<file path="src/rtl/lsu_mem_sequencer.sv">
// Load/store sequencer in front of a single-port word memory: one request in flight,
// read-modify-write for sub-word stores, lane extract and extend for loads.
module lsu_mem_sequencer #(
  parameter int RD_LAT = 1
) (
  input  logic        clk,
  input  logic        rst,
  input  logic        req_valid,
  output logic        req_ready,
  input  logic        req_we,
  input  logic [1:0]  req_size,
  input  logic        req_unsigned,
  input  logic [31:0] req_addr,
  input  logic [31:0] req_wdata,
  output logic        resp_valid,
  output logic [31:0] resp_rdata,
  output logic        resp_err,
  output logic [31:0] mem_addr,
  output logic        mem_rd,
  output logic        mem_wr,
  output logic [31:0] mem_wdata,
  input  logic [31:0] mem_rdata
);
  typedef enum logic [2:0] {IDLE, ERR, RD, WAIT, WR, RESP} state_t;

  state_t      state;
  logic [2:0]  cnt;
  logic        q_we, q_uns;
  logic [1:0]  q_size, q_lane;
  logic [15:0] q_wdata;
  logic        hs, bad;
  logic [7:0]  lane_b;
  logic [15:0] lane_h;
  logic [31:0] ld_val, mrg;

  assign hs  = req_valid & req_ready;
  assign bad = (req_size == 2'b11) ||
               (req_size == 2'b01 && req_addr[0]) ||
               (req_size == 2'b10 && req_addr[1:0] != 2'b00);

  // Lane views of the returning memory word; only meaningful in the last WAIT cycle.
  assign lane_b = mem_rdata[{q_lane, 3'b000} +: 8];
  assign lane_h = mem_rdata[{q_lane[1], 4'b0000} +: 16];

  always_comb begin
    ld_val = mem_rdata;
    mrg    = mem_rdata;
    case (q_size)
      2'b00:   ld_val = {{24{~q_uns & lane_b[7]}}, lane_b};
      2'b01:   ld_val = {{16{~q_uns & lane_h[15]}}, lane_h};
      default: ld_val = mem_rdata;
    endcase
    if (q_size == 2'b00) mrg[{q_lane, 3'b000} +: 8] = q_wdata[7:0];
    else                 mrg[{q_lane[1], 4'b0000} +: 16] = q_wdata[15:0];
  end

  always_ff @(posedge clk or negedge rst) begin
    if (!rst) begin
      state      <= IDLE;
      cnt        <= '0;
      q_we       <= 1'b0;
      q_uns      <= 1'b0;
      q_size     <= '0;
      q_lane     <= '0;
      q_wdata    <= '0;
      req_ready  <= 1'b1;
      resp_valid <= 1'b0;
      resp_rdata <= '0;
      resp_err   <= 1'b0;
      mem_addr   <= '0;
      mem_rd     <= 1'b0;
      mem_wr     <= 1'b0;
      mem_wdata  <= '0;
    end else begin
      // Strobes and response are single-cycle pulses unless re-armed below.
      mem_rd     <= 1'b0;
      mem_wr     <= 1'b0;
      mem_wdata  <= '0;
      resp_valid <= 1'b0;
      resp_err   <= 1'b0;
      resp_rdata <= '0;
      unique case (state)
        IDLE: if (hs) begin
          q_we      <= req_we;
          q_uns     <= req_unsigned;
          q_size    <= req_size;
          q_lane    <= req_addr[1:0];
          q_wdata   <= req_wdata[15:0];
          req_ready <= 1'b0;
          if (bad) begin
            state      <= ERR;
            resp_valid <= 1'b1;
            resp_err   <= 1'b1;
          end else if (req_we && req_size == 2'b10) begin
            state     <= WR;
            mem_wr    <= 1'b1;
            mem_wdata <= req_wdata;
            mem_addr  <= {req_addr[31:2], 2'b00};
          end else begin
            state    <= RD;
            mem_rd   <= 1'b1;
            mem_addr <= {req_addr[31:2], 2'b00};
          end
        end
        RD: begin
          state <= WAIT;
          cnt   <= 3'(RD_LAT);
        end
        WAIT: begin
          if (cnt == 3'd1) begin
            if (q_we) begin
              state     <= WR;
              mem_wr    <= 1'b1;
              mem_wdata <= mrg;
            end else begin
              state      <= RESP;
              resp_valid <= 1'b1;
              resp_rdata <= ld_val;
            end
          end else begin
            cnt <= cnt - 3'd1;
          end
        end
        WR: begin
          state      <= RESP;
          resp_valid <= 1'b1;
        end
        ERR, RESP: begin
          state     <= IDLE;
          req_ready <= 1'b1;
          mem_addr  <= '0;
        end
        default: state <= IDLE;
      endcase
    end
  end
endmodule

</file>
<file path="config.mk">
export PLATFORM = sky130hd
export DESIGN_NAME = lsu_mem_sequencer
export DESIGN_NICKNAME = d
export VERILOG_FILES = /design/src/rtl/lsu_mem_sequencer.sv
export SDC_FILE = /design/constraint.sdc
export NUM_CORES = 1
export LEC_CHECK = 0
export ABC_AREA = 1
export BUFFER_PORTS_ARGS = -buffer_cell sky130_fd_sc_hd__buf_2
export CAP_MARGIN = 40
export CELL_PAD_IN_SITES_DETAIL_PLACEMENT = 1
export CELL_PAD_IN_SITES_GLOBAL_PLACEMENT = 2
export CORE_MARGIN = 1
export CORE_UTILIZATION = 31
export DETAILED_ROUTE_END_ITERATION = 6
export MAX_ROUTING_LAYER = met4
export PLACE_DENSITY = 0.92
export SLEW_MARGIN = 20
export SYNTH_ARGS = -nofsm -noshare
export SYNTH_HDL_FRONTEND = slang
export SYNTH_SLANG_ARGS = --single-unit
</file>
<file path="constraint.sdc">
create_clock -name clk -period 3.8 [get_ports clk]
set_input_delay 1.14 -clock clk [delete_from_list [all_inputs] [get_ports clk]]
set_output_delay 1.14 -clock clk [all_outputs]
set_load 0.02 [all_outputs]
</file>
==> reports/qor.tcl <==
set qor(yosys_top_cell_by_area) {sky130_fd_sc_hd__dfrtp_1}
set qor(port_buffers) 201
set qor(worstMarginPinSlew_ns) 0.8234
set qor(finalSetupViolations) 0
set qor(num_vias) 6383
set qor(synth_area_per_inst_sq_um) 8.080
set qor(critPathLaunchType) {flop}
set qor(firstDrtPassIters) 4
set qor(drcViolationCount) 0
set qor(yosysWarningCount) 0
set qor(synth-async-reset-ratio_pct) 100.0
set qor(numCtsBuffers) 17
set qor(cpLargestDelayFamily) {flip-flops}
set qor(timing.setup.tns_ns) 0
set qor(postCtsResizedCells) 0
set qor(cts-hold-fix-buffers) 0
set qor(synthDominantCellAreaShare_pct) 48.00
set qor(routed_via_density) 5.002
set qor(dpl_worst_slack_ns) 1.095
set qor(post_synth_num_cell_types) 32
set qor(netlist_instances) 813
set qor(cts.sink_count) 127
set qor(min_period_ns) 2.272
set qor(overflow) 0
set qor(cts_max_level) 4
set qor(cp_cell_sequence) {buf_2}
set qor(tritoncts) {done}
set qor(fin_ws_ns) 1.528
set qor(fp.dieArea_sq_mm) 0.02178
set qor(drt-total-wl_mm) 22.86
set qor(end_kind) {output port}
set qor(synthToLayoutAreaGrowth_pct) 26.08
set qor(yosys_register_bits) 127
set qor(clock-root-buffer) {sky130_fd_sc_hd__clkbuf_16}
set qor(mostFrequentLayoutCell) {sky130_fd_sc_hd__nand2_1}
set qor(relSlewSlack_pct) 44.93
set qor(outcome) {finished clean}
set qor(critPathRequiredTime_ns) 2.66
set qor(p_total_mw) 6.459
set qor(postPlaceCellArea_sq_mm) 0.007716
set qor(finalCritPeriodShare_pct) 59.78
set qor(grt_pass1_vias) 6460
set qor(fp.dieW_um) 147.6
set qor(antenna_left) 0
set qor(report.final.hold_viol_count) 0
set qor(worst-path-max-fanout) 3
set qor(maximum_clock_frequency_mhz) 440.2
set qor(most_used_flip_flop_cell_after_synthesis) {sky130_fd_sc_hd__dfrtp_1}
set qor(ir_drop_mv) 0.2795
set qor(drtIter0Drc) 378
set qor(detailedPlacementHpwl_mm) 16.78
set qor(critical_path_class) {reg2out}
set qor(cp.buffers_inverters) 1
set qor(floorplan.initialDensity_pct) 32.05
set qor(finClkSkew_ns) 0.01006
set qor(postLayoutCellArea_sq_mm) 0.008282
set qor(maxSlewViolCount) 0
set qor(ctsLongestPathBuffers) 2
set qor(wl_per_cell_um) 17.92
set qor(grt_pass1_wl_mm) 35.37
set qor(worst-endpoint-arrival_ns) 1.13
set qor(synth_sequential_area_ratio_pct) 48.40
set qor(rsz0062_at_grt) {false}
set qor(gp_congestion) 0.8451
set qor(cellLeakagePower_nw) 4.394
set qor(reg2reg_slack_ns) 1.63
set qor(hold_path_class) {reg2reg}
set qor(globalRouteTotalUtil_pct) 22.04
set qor(fp-row-count) 52
set qor(most-common-layout-cells) {sky130_fd_sc_hd__nand2_1, sky130_fd_sc_hd__buf_2, sky130_fd_sc_hd__dfrtp_1}
set qor(power.density_cell_area_mw_per_mm2) 780.0
set qor(latest_clock_arrival_within_the_worst_skew_pair_ns) 0.42
set qor(maxCapViolations) 0
set qor(die_span_in_y_um) 147.6
set qor(floorplan.core_area_sq_mm) 0.02049
set qor(yosys-top-cells-area) {sky130_fd_sc_hd__dfrtp_1, sky130_fd_sc_hd__nand2_1, sky130_fd_sc_hd__o21ai_0}
set qor(cp_slowest_cell) {sky130_fd_sc_hd__dfstp_2}
set qor(cts.clk_slew.worst_paths_ns) 0.06
set qor(postCtsSetupRepairBufs) 0
set qor(synth_enable_flop_cells) 0
set qor(drive_above_1_share_pct) 28.66
set qor(grt_antenna_before_repair) 1
set qor(grt_max_degree) 62
set qor(finish.net_count) 1105
set qor(pin_count) 204
set qor(synthesis.area_sq_mm) 0.006569
set qor(timing.critical_path.slowest_cell_delay_ns) 0.54
stage by stage:
| step | hold WS, ns | utilization [%] | cells |
|---|---|---|---|
| floorplan | 0.4530 | - | 814 |
| global placement | 0.4594 | 37.65 | 1246 |
| detailed placement | 0.4667 | 37.65 | 1246 |
| CTS | 0.4801 | 40.40 | 1275 |
| global route | 0.4956 | 40.41 | 1276 |
| finish | 0.4771 | 40.41 | 1276 |
power by group:
part / internal [mW] / switching, mW
registers: 1.69 / 0.239
clock network: 1.00 / 0.596
logic: 0.853 / 2.08
total: 3.55 / 2.91
synth_stat cells (2+ instances only):
library cell and n:
sky130_fd_sc_hd__a21oi_1 70, sky130_fd_sc_hd__buf_2 15, sky130_fd_sc_hd__buf_4 6, sky130_fd_sc_hd__buf_6 10, sky130_fd_sc_hd__clkbuf_1 17, sky130_fd_sc_hd__dfrtp_1 126
sky130_fd_sc_hd__ha_1 7, sky130_fd_sc_hd__inv_1 57, sky130_fd_sc_hd__inv_2 3, sky130_fd_sc_hd__nand2_1 206, sky130_fd_sc_hd__nand2_2 5, sky130_fd_sc_hd__nand2_4 4
sky130_fd_sc_hd__nand3_1 50, sky130_fd_sc_hd__nand3_2 2, sky130_fd_sc_hd__nor2_1 46, sky130_fd_sc_hd__nor2_2 2, sky130_fd_sc_hd__nor3_1 6, sky130_fd_sc_hd__o211ai_1 15
sky130_fd_sc_hd__o21ai_0 117, sky130_fd_sc_hd__o21ai_1 3, sky130_fd_sc_hd__o21ai_2 30, sky130_fd_sc_hd__o221ai_1 5, sky130_fd_sc_hd__o22ai_1 2
cell type report:
type	instances	area (sq um)
Fill cell	2551	12210
Sequential cell	127	3179
Multi-Input combinational cell	577	2865
Timing Repair Buffer	211	1100
Clock buffer	23	478.0
Tap cell	270	337.8
Inverter	61	234.0
Clock inverter	6	85.08
Antenna cell	1	2.502
state kept, by name, indices dropped and copies added, names as in the netlist:
name and flops:
q_we 1, resp_err 1, q_lane 2, q_uns 1, q_size 2, cnt 3, req_ready 1, resp_rdata 32
mem_wr 1, mem_addr 30, state 3, resp_valid 1, mem_wdata 32, q_wdata 16, mem_rd 1
routing by layer:
| metal | vias up | routed length [um] | track usage, % |
|---|---|---|---|
| li1 | 3055 | - | - |
| met1 | 3086 | 10380 | 29.35 |
| met2 | 205 | 10690 | 33.56 |
| met3 | 37 | 1267 | 3.735 |
| met4 | 0 | 523 | 8.247 |
| met5 | - | 0 | - |
worst paths after layout:
path | endpoint | depth (start not counted) | from
hold reg to reg | mem_addr[23]$_DFFE_PN0P_ | 2 | mem_addr[23]$_DFFE_PN0P_
max in group asynchronous | mem_addr[6]$_DFFE_PN0P_ | 2 | rst
min in group asynchronous | mem_wdata[3]$_DFF_PN0_ | 1 | rst
setup reg to reg | mem_wdata[7]$_DFF_PN0_ | 7 | q_lane[0]$_DFFE_PN0P_
hold / removal | mem_addr[23]$_DFFE_PN0P_ | 2 | mem_addr[23]$_DFFE_PN0P_
setup / recovery | req_ready | 1 | req_ready$_DFFE_PN1P_
logic make-up after synthesis:
family	Yosys count	share of synthesized area, %
adder cells (fa/ha/maj)	7	1.333
flip-flops	127	48.40
buffers and inverters	110	8.133
AO/OA/AOI/OAI	243	21.16
other	1	0.05709
AND/OR/NAND/NOR	325	20.91
Note: power is estimated with default switching activity, not from simulation.
